`src/rtl/fp2fix_conv.sv`:
```
// fp2fix_conv: IEEE-754 single -> signed fixed-point (OUT_W bits, FRAC_W fractional), saturating, NaN-flagged.
// Latency 3 cycles, throughput 1/cycle; all three stages advance together when !out_valid || out_ready.
// Backpressure: in_ready = advance; every stage holds while the output is stalled (no bubble collapsing).
//
// Ports:
//    clk, rst                 rising-edge clock, synchronous active-high reset
//    in_data/in_valid/in_ready    float input with valid/ready handshake
//    out_data/out_valid/out_ready fixed-point result with valid/ready handshake
//    out_sat, out_nan         result clipped to range (incl. +/-Inf) / input was NaN (data 0)
// Build option: define FP2FIX_RNE_EN for round-to-nearest-even; default rounds ties away from zero.
module fp2fix_conv #(
   parameter int OUT_W  = 16,
   parameter int FRAC_W = 8
) (
   input  logic             clk,
   input  logic             rst,
   input  logic [31:0]      in_data,
   input  logic             in_valid,
   output logic             in_ready,
   output logic [OUT_W-1:0] out_data,
   output logic             out_valid,
   input  logic             out_ready,
   output logic             out_sat,
   output logic             out_nan
);

   // k = e - 127 + FRAC_W - 23, folded into one constant offset
   localparam logic signed [9:0] K_OFF = 10'(FRAC_W - 150);
   // The significand's leading 1 lands at bit 23+k; it overflows OUT_W bits exactly when k >= OUT_W-23
   localparam logic signed [9:0] OVF_K = 10'(OUT_W - 23);
   localparam logic [OUT_W:0]    MAXP  = {2'b00, {(OUT_W-1){1'b1}}};
   localparam logic [OUT_W:0]    MINM  = {2'b01, {(OUT_W-1){1'b0}}};
   localparam logic [OUT_W-1:0]  MAX_POS = {1'b0, {(OUT_W-1){1'b1}}};
   localparam logic [OUT_W-1:0]  MIN_NEG = {1'b1, {(OUT_W-1){1'b0}}};

   logic adv;
   assign adv      = !out_valid || out_ready;
   assign in_ready = adv;

   // ---------------- stage 1: unpack / classify ----------------
   logic [7:0]        exp_c;
   logic [22:0]       mant_c;
   logic signed [9:0] k_c;

   assign exp_c  = in_data[30:23];
   assign mant_c = in_data[22:0];
   assign k_c    = $signed({2'b00, exp_c}) + K_OFF;

   logic              v1, s1, z1, inf1, nan1;
   logic [23:0]       sig1;
   logic signed [9:0] k1;

   always_ff @(posedge clk) begin
      if (rst) begin
         v1 <= 1'b0;
      end else if (adv) begin
         v1   <= in_valid;
         s1   <= in_data[31];
         z1   <= (exp_c == 8'd0);
         inf1 <= (exp_c == 8'hFF) && (mant_c == 23'd0);
         nan1 <= (exp_c == 8'hFF) && (mant_c != 23'd0);
         sig1 <= {1'b1, mant_c};
         k1   <= k_c;
      end
   end

   // ---------------- stage 2: shift ----------------
   logic [63:0]      lsh;
   logic [72:0]      rsh;
   logic [9:0]       nshift;
   logic             ovf_c, g_c, st_c;
   logic [OUT_W-1:0] mag_c;

   assign nshift = 10'(-k1);
   assign lsh    = {40'd0, sig1} << k1[5:0];
   // 40 zero bits below the significand capture guard and sticky for shifts up to 25
   assign rsh    = {9'd0, sig1, 40'd0} >> nshift[4:0];
   assign ovf_c  = (k1 >= OVF_K);

   always_comb begin
      mag_c = '0;
      g_c   = 1'b0;
      st_c  = 1'b0;
      if (!k1[9]) begin
         mag_c = lsh[OUT_W-1:0];
      end else if (nshift > 10'd25) begin
         // everything shifts below the guard position
         st_c = 1'b1;
      end else begin
         mag_c = rsh[40 +: OUT_W];
         g_c   = rsh[39];
         st_c  = |rsh[38:0];
      end
   end

   logic             unused_bits;
`ifdef FP2FIX_RNE_EN
   assign unused_bits = ^{lsh[63:OUT_W], rsh[72:40+OUT_W]};
`else
   assign unused_bits = ^{lsh[63:OUT_W], rsh[72:40+OUT_W], st_c};
`endif

   logic             v2, s2, z2, inf2, nan2, ovf2, g2;
   logic [OUT_W-1:0] mag2;
`ifdef FP2FIX_RNE_EN
   logic             st2;
`endif

   always_ff @(posedge clk) begin
      if (rst) begin
         v2 <= 1'b0;
      end else if (adv) begin
         v2   <= v1;
         s2   <= s1;
         z2   <= z1;
         inf2 <= inf1;
         nan2 <= nan1;
         ovf2 <= ovf_c;
         mag2 <= mag_c;
         g2   <= g_c;
`ifdef FP2FIX_RNE_EN
         st2  <= st_c;
`endif
      end
   end

   // ---------------- stage 3: round / saturate / sign ----------------
   logic             inc;
   logic [OUT_W:0]   sum;
   logic [OUT_W-1:0] res_d;
   logic             res_sat, res_nan;

`ifdef FP2FIX_RNE_EN
   assign inc = g2 && (st2 || mag2[0]);
`else
   assign inc = g2;
`endif
   assign sum = {1'b0, mag2} + (OUT_W+1)'(inc);

   always_comb begin
      res_d   = '0;
      res_sat = 1'b0;
      res_nan = 1'b0;
      if (nan2) begin
         res_nan = 1'b1;
      end else if (z2) begin
         // zero/denormal, either sign: result stays 0
         res_d = '0;
      end else if (inf2 || ovf2 || (!s2 && sum > MAXP) || (s2 && sum > MINM)) begin
         res_sat = 1'b1;
         res_d   = s2 ? MIN_NEG : MAX_POS;
      end else if (s2) begin
         res_d = -sum[OUT_W-1:0];
      end else begin
         res_d = sum[OUT_W-1:0];
      end
   end

   always_ff @(posedge clk) begin
      if (rst) begin
         out_valid <= 1'b0;
         out_data  <= '0;
         out_sat   <= 1'b0;
         out_nan   <= 1'b0;
      end else if (adv) begin
         out_valid <= v2;
         out_data  <= res_d;
         out_sat   <= res_sat;
         out_nan   <= res_nan;
      end
   end

endmodule

```
`config.mk`:
```
export PLATFORM = sky130hd
export DESIGN_NAME = fp2fix_conv
export DESIGN_NICKNAME = d
export VERILOG_FILES = /design/src/rtl/fp2fix_conv.sv
export SDC_FILE = /design/constraint.sdc
export NUM_CORES = 1
export LEC_CHECK = 0
export BUFFER_PORTS_ARGS = -buffer_cell sky130_fd_sc_hd__buf_2
export CAP_MARGIN = 10
export CORE_MARGIN = 2
export CORE_UTILIZATION = 60
export CTS_CLUSTER_DIAMETER = 100
export CTS_CLUSTER_SIZE = 14
export DETAILED_ROUTE_END_ITERATION = 16
export HOLD_SLACK_MARGIN = 0.02
export PLACE_DENSITY = 0.8
export RECOVER_POWER = 50
export SLEW_MARGIN = 40
export SYNTH_ARGS = -nofsm -noshare
export SYNTH_HDL_FRONTEND = slang
export SYNTH_SLANG_ARGS = --single-unit
```
`constraint.sdc`:
```
create_clock -name clk -period 5.18 [get_ports clk]
set_clock_uncertainty 0.15 [all_clocks]
set_input_delay 0.259 -clock clk [delete_from_list [all_inputs] [get_ports clk]]
set_output_delay 0.259 -clock clk [all_outputs]
set_load 0.01 [all_outputs]
```
# == Word-level counts from Yosys, hierarchy flattened ==
# Index checks and enable logic that the tools add are counted.
# op_classes
n_addsub,4
magnitude_cmp,4
n_eq_ne,1
n_shift,2
mux,11
n_bitwise,2
n_reduce_logical,15
# ops
cell,n
$mux W16,7
$shr A64 B5 Y56,1
$shl A24 B6 Y16,1
$logic_not A23 Y1,1
$reduce_bool A23 Y1,1
$add A16 B1 Y17,1
$gt A17 B15 Y1 const B,1
$gt A17 B16 Y1 const B,1
$neg A16 Y16,1
$add A9 B9 Y10 const B,1
$ge A10 B4 Y1 const B,1
$gt A10 B5 Y1 const B,1
$neg A10 Y10,1
$eq A8 B8 Y1 const B,1
$logic_not A8 Y1,1
$logic_and A1 B1 Y1,4
$logic_or A1 B1 Y1,4
$mux W1,4
$logic_not A1 Y1,2
$not A1 Y1,2
$reduce_and A2 Y1,1
$reduce_or A2 Y1,1
# word_totals
regBits,80
word_cells,58

# == Depth between registers and ports, before layout ==
# Gate-level depths: netlist of run 1.
# depth
word_depth,8
depth_mapped,12
ltp_nobuf,9

# == Worst setup path after synthesis of run 1 ==
# Ideal clock, no wire load.
# synth_timing
kind,register to register
start,register out_valid
end,register out_data[2]
t_arrival_ns,4.261
required_ns,4.950
path_slack_ns,0.688
path_stages_with_launch,8
path_buffers,1
cell_sequence,dfxtp_1 -> nor2b_1 -> clkbuf_1 -> nor2_1 -> nand2_1 -> nor2_1 -> o21ai_0 -> o211ai_1
# synth_via
elab_chain_cells,2
# synth_rtl
item,line,rtl
"start, declared",21,"output logic out_valid,"
"start signal, assigned",166,out_valid <= v2;
$logic_not A1 Y1,37,assign adv = !out_valid || out_ready;
$logic_or A1 B1 Y1,37,
"end signal, assigned",167,out_data <= res_d;
"end, declared",20,"output logic [OUT_W-1:0] out_data,"
# No other way between the ends.
# A chain may end at the register's enable or synchronous reset.

# == Final worst setup path of run 1 ==
# layout_timing
start,register g2
end,register out_data[12]
# layout_via
elab_chain_cells,8
# layout_rtl
item,line,rtl
"start, declared",103,"logic v2, s2, z2, inf2, nan2, ovf2, g2;"
"start signal, assigned",120,g2 <= g_c;
$add A16 B1 Y17 *,138,"assign sum = {1'b0, mag2} + (OUT_W+1)'(inc);"
$gt A17 B15 Y1,149,end else if (inf2 || ovf2 || (!s2 && sum > MAXP) || (s2 && sum > MINM)) begin
$logic_and A1 B1 Y1,149,
$logic_or A1 B1 Y1 (2 in series),149,
$mux W16 *,149,
$mux W16 *,146,end else if (z2) begin
$mux W16 *,144,if (nan2) begin
# Every way passes the cells marked *; elsewhere a longest branch is shown, timed or not.

==> results of run 1 <==
worst register-to-register path, cell delays in order (launching register included):
cell      delay (ps)
edfxtp_1         370
ha_1             410
nand4_1          580
nor2_1           300
xor2_1           620
nor3_2           120
a31oi_1          620
o31ai_1          170
a32o_1           290
registers in the layout, summed over array words and instances, names as in the netlist, 10 cells and up:
signal    cells
sig1         23
out_data     16
mag2         16
k1           10
timing repair:
action,4_1_cts,5_1_grt
setup buffers,0,0
hold buffers,27,0
endpoints found under the hold margin,27,0
metal layers:
metal	up-vias	part of all wire (%)	routed length, um	global-route usage [%]
li1	2502	-	-	-
met5	-	0	0	0
met4	0	3.6	618	13.0
met3	50	5.9	992	5.24
met1	2611	40	6700	39.5
met2	275	51	8630	53.9
kinds of logic (layout without fill, tap and decap cells):
| group | after synthesis | in the layout | synth area share, % |
|---|---|---|---|
| AOI/OAI and AO/OA | 164 | 164 | 20.0 |
| xor gates and xnor gates | 27 | 27 | 3.88 |
| adders and majority gates | 9 | 9 | 1.85 |
| buffers and inverters | 63 | 123 | 4.45 |
| DFF | 80 | 80 | 36.0 |
| muxes | 52 | 52 | 14.4 |
| and+or+nand+nor | 216 | 216 | 19.5 |
cells in the final DEF (no fill, tap or decap), drive strengths merged, types with 4 or more instances in the layout:
cell type	instances
xor2	11
and4	5
nand2b	12
a22o	6
o31ai	7
clkbuf	51
a22oi	13
nor2	40
nor4	8
dlygate4sd3	27
mux2	6
buf	22
nand2	54
o211ai	12
a32oi	4
xnor2	16
nand3	20
a211oi	17
nor3	19
nand3b	4
nor2b	12
mux2i	18
nand4	10
or3	6
nor3b	6
or4	4
o21ai	30
ha	9
clkinv	4
a21oi	24
o22ai	10
and3	7
edfxtp	59
a31oi	7
dfxtp	21
mux4	28
inv	17
worst min path at each step:
stage                 from  endpoint  slack, ps  cells past startpoint
2_1_floorplan  in_data[23]     k1[0]        210                      0
3_3_place_gp            s1        s2        250                      0
3_5_place_dp            z1        z2        260                      0
4_1_cts                rst        v1         30                      2
5_1_grt                rst        v1         30                      2
6_report               rst        v1         30                      2
power by group:
group / switching (mW) / internal [mW] / total (mW)
Sequential: 0.0565 / 0.730 / 0.786
Combinational: 0.227 / 0.178 / 0.405
Clock: 0.263 / 0.278 / 0.542
area by class of cell:
| cell class | instances | share of cell area [%] |
|---|---|---|
| Sequential cell | 80 | 31.9 |
| Clock inverter | 7 | 1.49 |
| Inverter | 16 | 0.874 |
| Multi-Input combinational cell | 468 | 53.3 |
| Tap cell | 133 | 2.42 |
| Clock buffer | 9 | 1.80 |
| Timing Repair Buffer | 91 | 8.21 |
==> reports/metrics.csv, run 1 <==
stage,metric,value,unit
run_status,status,"finished, final reports clean",
finish,nNetsFinal,711,
floorplan,start_util,62.1,%
floorplan,num_rows,36,
clock_network,cts_tree,yes,
routing,drtPass1Iterations,6,
timing,rsz0062_at_grt,no,
logic_synthesis,yosys.area.top_type_share,29.1,%
place,place_area,6410,um2
floorplan,die_h,105,um
setup_path,worstPathArrival,3830,ps
setup_path,worst-path-stages,8,
floorplan,die_area,11000,um2
logic_synthesis,synth.distinct_cells,81,
finish,drive_gt1_share,14.3,%
logic_synthesis,syn_area_per_cell,9.98,um2
finish,antenna_cells,0,
setup_path,critPathLaunchType,flop,
setup_path,path_class,reg -> reg,
logic_synthesis,netlist_instances,611,
setup_path,critPathLaunch,g2,
setup_path,worst_r2r_endpoint,out_data[12],
setup_path,crit_required,5300,ps
setup_path,cp_top_family,compound AO/OA/AOI/OAI gates,
floorplan,core,9820,um2
logic_synthesis,synth-edff-count,59,
timing,holdWs,34.7,ps
setup_path,r2r_cells,8,
place,pre_cts_ws,1590,ps
min_path,hp-class,in -> reg,
clock_network,clock_latency,370,ps
routing,vias,5438,
timing,min_period_over_period,71.7,%
finish,multi_input_area,3660,um2
place,numPortBuffers,55,
routing,wl_per_cell,21.1,um
logic_synthesis,yosysSeqAreaShare,36.0,%
logic_synthesis,yosys_warnings,0,
setup_path,path_buf_inv,0,
clock_network,cts_buffer_depth,2,
timing,hold_viol,0,
floorplan,io_pins,56,
setup_path,cp-endpoint,out_data[12],
timing,max_slew_margin,43.9,%
power,p_leak,2.33,nW
clock_network,clk_pin_slew_worst_paths,100,ps
place,dp.cells,760,
place,gp_congestion,0.926,
place,dp_hpwl,11500,um
timing,fin_ws,1470,ps
grt,gr-total-overflow,0,
finish,syn_to_final_growth,12.7,%
flow_run,max-cap-violations,0,
finish,register_area,2190,um2
logic_synthesis,synth_flop_cell,edfxtp_1,
setup_path,crit_path_end_kind,flop,
clock_network,htree_num_levels,3,
grt,grtUsageTotal,31.4,%
timing,period_minus_slack,3710,ps
power,power.density,252,nW/um2
power,vdd_drop_max,0.000286,V
setup_path,cp_slowest_stage_delay,620,ps
grt,grt_max_degree,61,
setup_path,rr_startpoint,g2,
routing,wl,16900,um
finish,fillers,778,
finish,final_util,70.0,%
logic_synthesis,yosysMostFrequentCell,edfxtp_1,
grt,antenna_found_initial,0,
routing,drcViolationCount,0,
clock_network,clock_sinks,80,
timing,worstMarginPinSlew,835,ps
logic_synthesis,synth.area.top_cells,"edfxtp_1 29%, mux4_2 10%, dfxtp_1 6.9%, nand2_1 3.3%, mux2i_1 3.0%",
finish,final_cell_area,6870,um2
power,total_power,1.73,mW
routing,ant_nets,0,
routing,drt_iter0_markers,491,
logic_synthesis,synthTopCellsByCount,"59 x edfxtp_1, 54 x nand2_1, 40 x nor2_1",
setup_path,crit_fanout,12,
grt,grt_pass1_wl,27300,um
timing,fmaxAchievable,269,MHz
grt,grt_pass1_vias,5124,
clock_network,post_cts_resized,0,
timing,maxSlewViolCount,0,
logic_synthesis,synth-seq-cells,80,
routing,vias_per_cell,6.76,
finish,final_cells,804,
setup_path,reg2reg_setup_slack,1470,ps
logic_synthesis,syn_area,6100,um2
logic_synthesis,synth_nets,656,
clock_network,cts_buffers,9,
timing,setup_viol,0,
setup_path,slowest_stage,xor2_1,
timing,fin_tns_setup,0,ps
floorplan,die_x,105,um
clock_network,ctsRootBufferMaster,clkbuf_8,
setup_path,crit_chain,ha_1 > nand4_1 > nor2_1 > xor2_1 > nor3_2 > a31oi_1 > o31ai_1 > a32o_1,
logic_synthesis,synth_area_leader_cell,edfxtp_1,
logic_synthesis,synthArstFlopShare,0,%
(Power assumes the default switching activity.)
==> inputs of run 2 (changes only) <==
Settings changed: CORE_UTILIZATION 60 to 55, PLACE_DENSITY 0.8 to 0.78.
Clock period 5.18 ns to 3.35 ns, I/O delays scaled along.
==> reports/metrics.csv, run 2 (synthesis gave the netlist of run 1 again) <==
stage,metric,value,unit,change
grt,grt_pass1_wl,26200,um,-3.9%
grt,grt_max_degree,60,,-1.6%
finish,largest-register,sig1,,
flow_run,max-cap-violations,0,,unchanged
floorplan,core,10800,um2,+10%
timing,min_period_over_period,95.0,%,+23 points
routing,vias,5467,,+0.53%
timing,period_minus_slack,3180,ps,-529 ps
timing,max_slew_margin,8.40,%,-36 points
power,p_leak,2.42,nW,+4.0%
clock_network,ctsRootBufferMaster,clkbuf_8,,
setup_path,reg2reg_setup_slack,170,ps,-1300 ps
grt,grt_pass1_vias,5057,,-1.3%
floorplan,io_pins,56,,unchanged
place,numPortBuffers,55,,unchanged
setup_path,r2r_cells,8,,unchanged
timing,maxSlewViolCount,0,,unchanged
place,gp_congestion,0.978,,+5.6%
finish,largestRegisters,"sig1 (23), mag2 (16), out_data (16)",,
setup_path,worstPathArrival,3300,ps,-530 ps
finish,syn_to_final_growth,15.4,%,
timing,holdWs,51.2,ps,+16.5 ps
clock_network,htree_num_levels,3,,unchanged
finish,final_cell_area,7040,um2,+2.4%
timing,fin_tns_setup,0,ps,unchanged
finish,nNetsFinal,736,,+3.5%
floorplan,num_rows,38,,+5.6%
grt,gr-total-overflow,0,,unchanged
finish,largest_reg_flops,23,,unchanged
routing,vias_per_cell,6.54,,-3.3%
routing,wl_per_cell,19.8,um,-6.0%
finish,antenna_cells,0,,unchanged
clock_network,clock_sinks,80,,unchanged
place,place_area,6530,um2,+1.8%
finish,final_cell_mix,"59 x edfxtp_1, 54 x nand2_1, 44 x clkbuf_1",,
setup_path,critPathLaunch,g2,,
finish,drive_gt1_share,15.4,%,+1.1 points
clock_network,cts_buffers,9,,unchanged
setup_path,crit_required,3460,ps,-1840 ps
routing,ant_nets,0,,unchanged
floorplan,die_h,109,um,+4.3%
timing,setup_viol,0,,unchanged
routing,wl,16600,um,-2.2%
setup_path,critPathLaunchType,flop,,
floorplan,die_area,11900,um2,+8.7%
setup_path,cp-endpoint,out_data[12],,
clock_network,clk_pin_slew_worst_paths,90,ps,about the same
finish,final_util,64.9,%,-5.1 points
setup_path,crit_fanout,7,,-5
routing,drcViolationCount,0,,unchanged
routing,drt_iter0_markers,513,,+4.5%
timing,rsz0062_at_grt,no,,
floorplan,die_x,109,um,+4.3%
routing,drtPass1Iterations,5,,-1
timing,hold_viol,0,,unchanged
timing,fmaxAchievable,314,MHz,+17%
finish,final_common_cell,edfxtp_1,,
clock_network,cts_buffer_depth,2,,unchanged
finish,register_area,2190,um2,unchanged
setup_path,worst_r2r_endpoint,out_data[12],,
timing,worstMarginPinSlew,1370,ps,+539 ps
grt,antenna_found_initial,0,,unchanged
floorplan,start_util,56.2,%,-5.8 points
setup_path,path_class,reg -> reg,,
power,vdd_drop_max,0.000374,V,+31%
min_path,hp-class,in -> reg,,
grt,grtUsageTotal,29.0,%,-2.5 points
finish,multi_input_area,3650,um2,-0.44%
place,dp_hpwl,11600,um,+1.4%
setup_path,rr_startpoint,g2,,
clock_network,clock_latency,370,ps,about the same
power,power.density,361,nW/um2,+43%
run_status,status,"finished, final reports clean",,
setup_path,crit_path_end_kind,flop,,
finish,fillers,877,,+13%
clock_network,cts_tree,yes,,
## run 2: cell count changes in the layout (fill, tap and decap cells not counted), sizes merged
cell / previous run / this run
buf: 22 / 36
dlygate4sd3: 27 / 36
clkbuf: 51 / 55
bufinv: 2 / 0
inv: 17 / 15
clkinv: 4 / 5
clkinvlp: 0 / 1
## run 2: timing repair
item                                   in CTS  in global routing
endpoints found under the hold margin      40                  0
setup buffers                               0                  3
hold buffers                               36                  0
setup endpoints to repair                   0                  4
resized for setup                           0                  1
## run 2: layout make-up
cell class              instances  share of cell area, %
clock buffers                  11                   2.01
inverters                      16                  0.854
clock inverters                 5                  0.587
multi-input cells             468                   51.8
well taps                     140                   2.49
flip-flops and latches         80                   31.2
repair buffers                116                   11.1
## run 2: stage by stage
| step | std cells | setup slack (ps) | total power, mW |
|---|---|---|---|
| 6_report | 836 | 167 | 2.54 |
| 5_1_grt | 836 | 10.7 | 2.65 |
| 4_1_cts | 833 | 202 | 2.53 |
| 3_5_place_dp | 781 | 218 | 1.83 |
| 3_3_place_gp | 781 | 282 | 1.82 |
| 2_1_floorplan | 611 | 15.2 | 1.65 |
## run 2: power breakdown
part           switching [mW]  internal, mW
clock                   0.380         0.296
sequential             0.0803          1.13
combinational           0.356         0.294
total                   0.817          1.72
## run 2: how the worst min path moves through the flow
stage           startpoint  endpoint  cells after the start
2_1_floorplan  in_data[23]     k1[0]                      0
3_3_place_gp    in_data[2]   sig1[2]                      1
3_5_place_dp   in_data[31]        s1                      1
4_1_cts          out_ready        v2                      4
5_1_grt          out_ready        v2                      4
6_report         out_ready        v2                      4
## run 2: metal layers
metal	part of all wire (%)	vias up	global-route usage [%]
li1	-	2554	-
met5	0	-	0
met2	51	251	49.5
met4	3.5	0	14.4
met3	5.8	43	4.30
met1	40	2619	35.8
## run 2: critical path, stage by stage (launching register included)
cell      delay (ps)
edfxtp_1         420
ha_1             300
nand4_1          240
nor4_1           100
o311ai_2         700
nor3_2           130
a31oi_1          620
o31ai_1          160
a32o_1           270
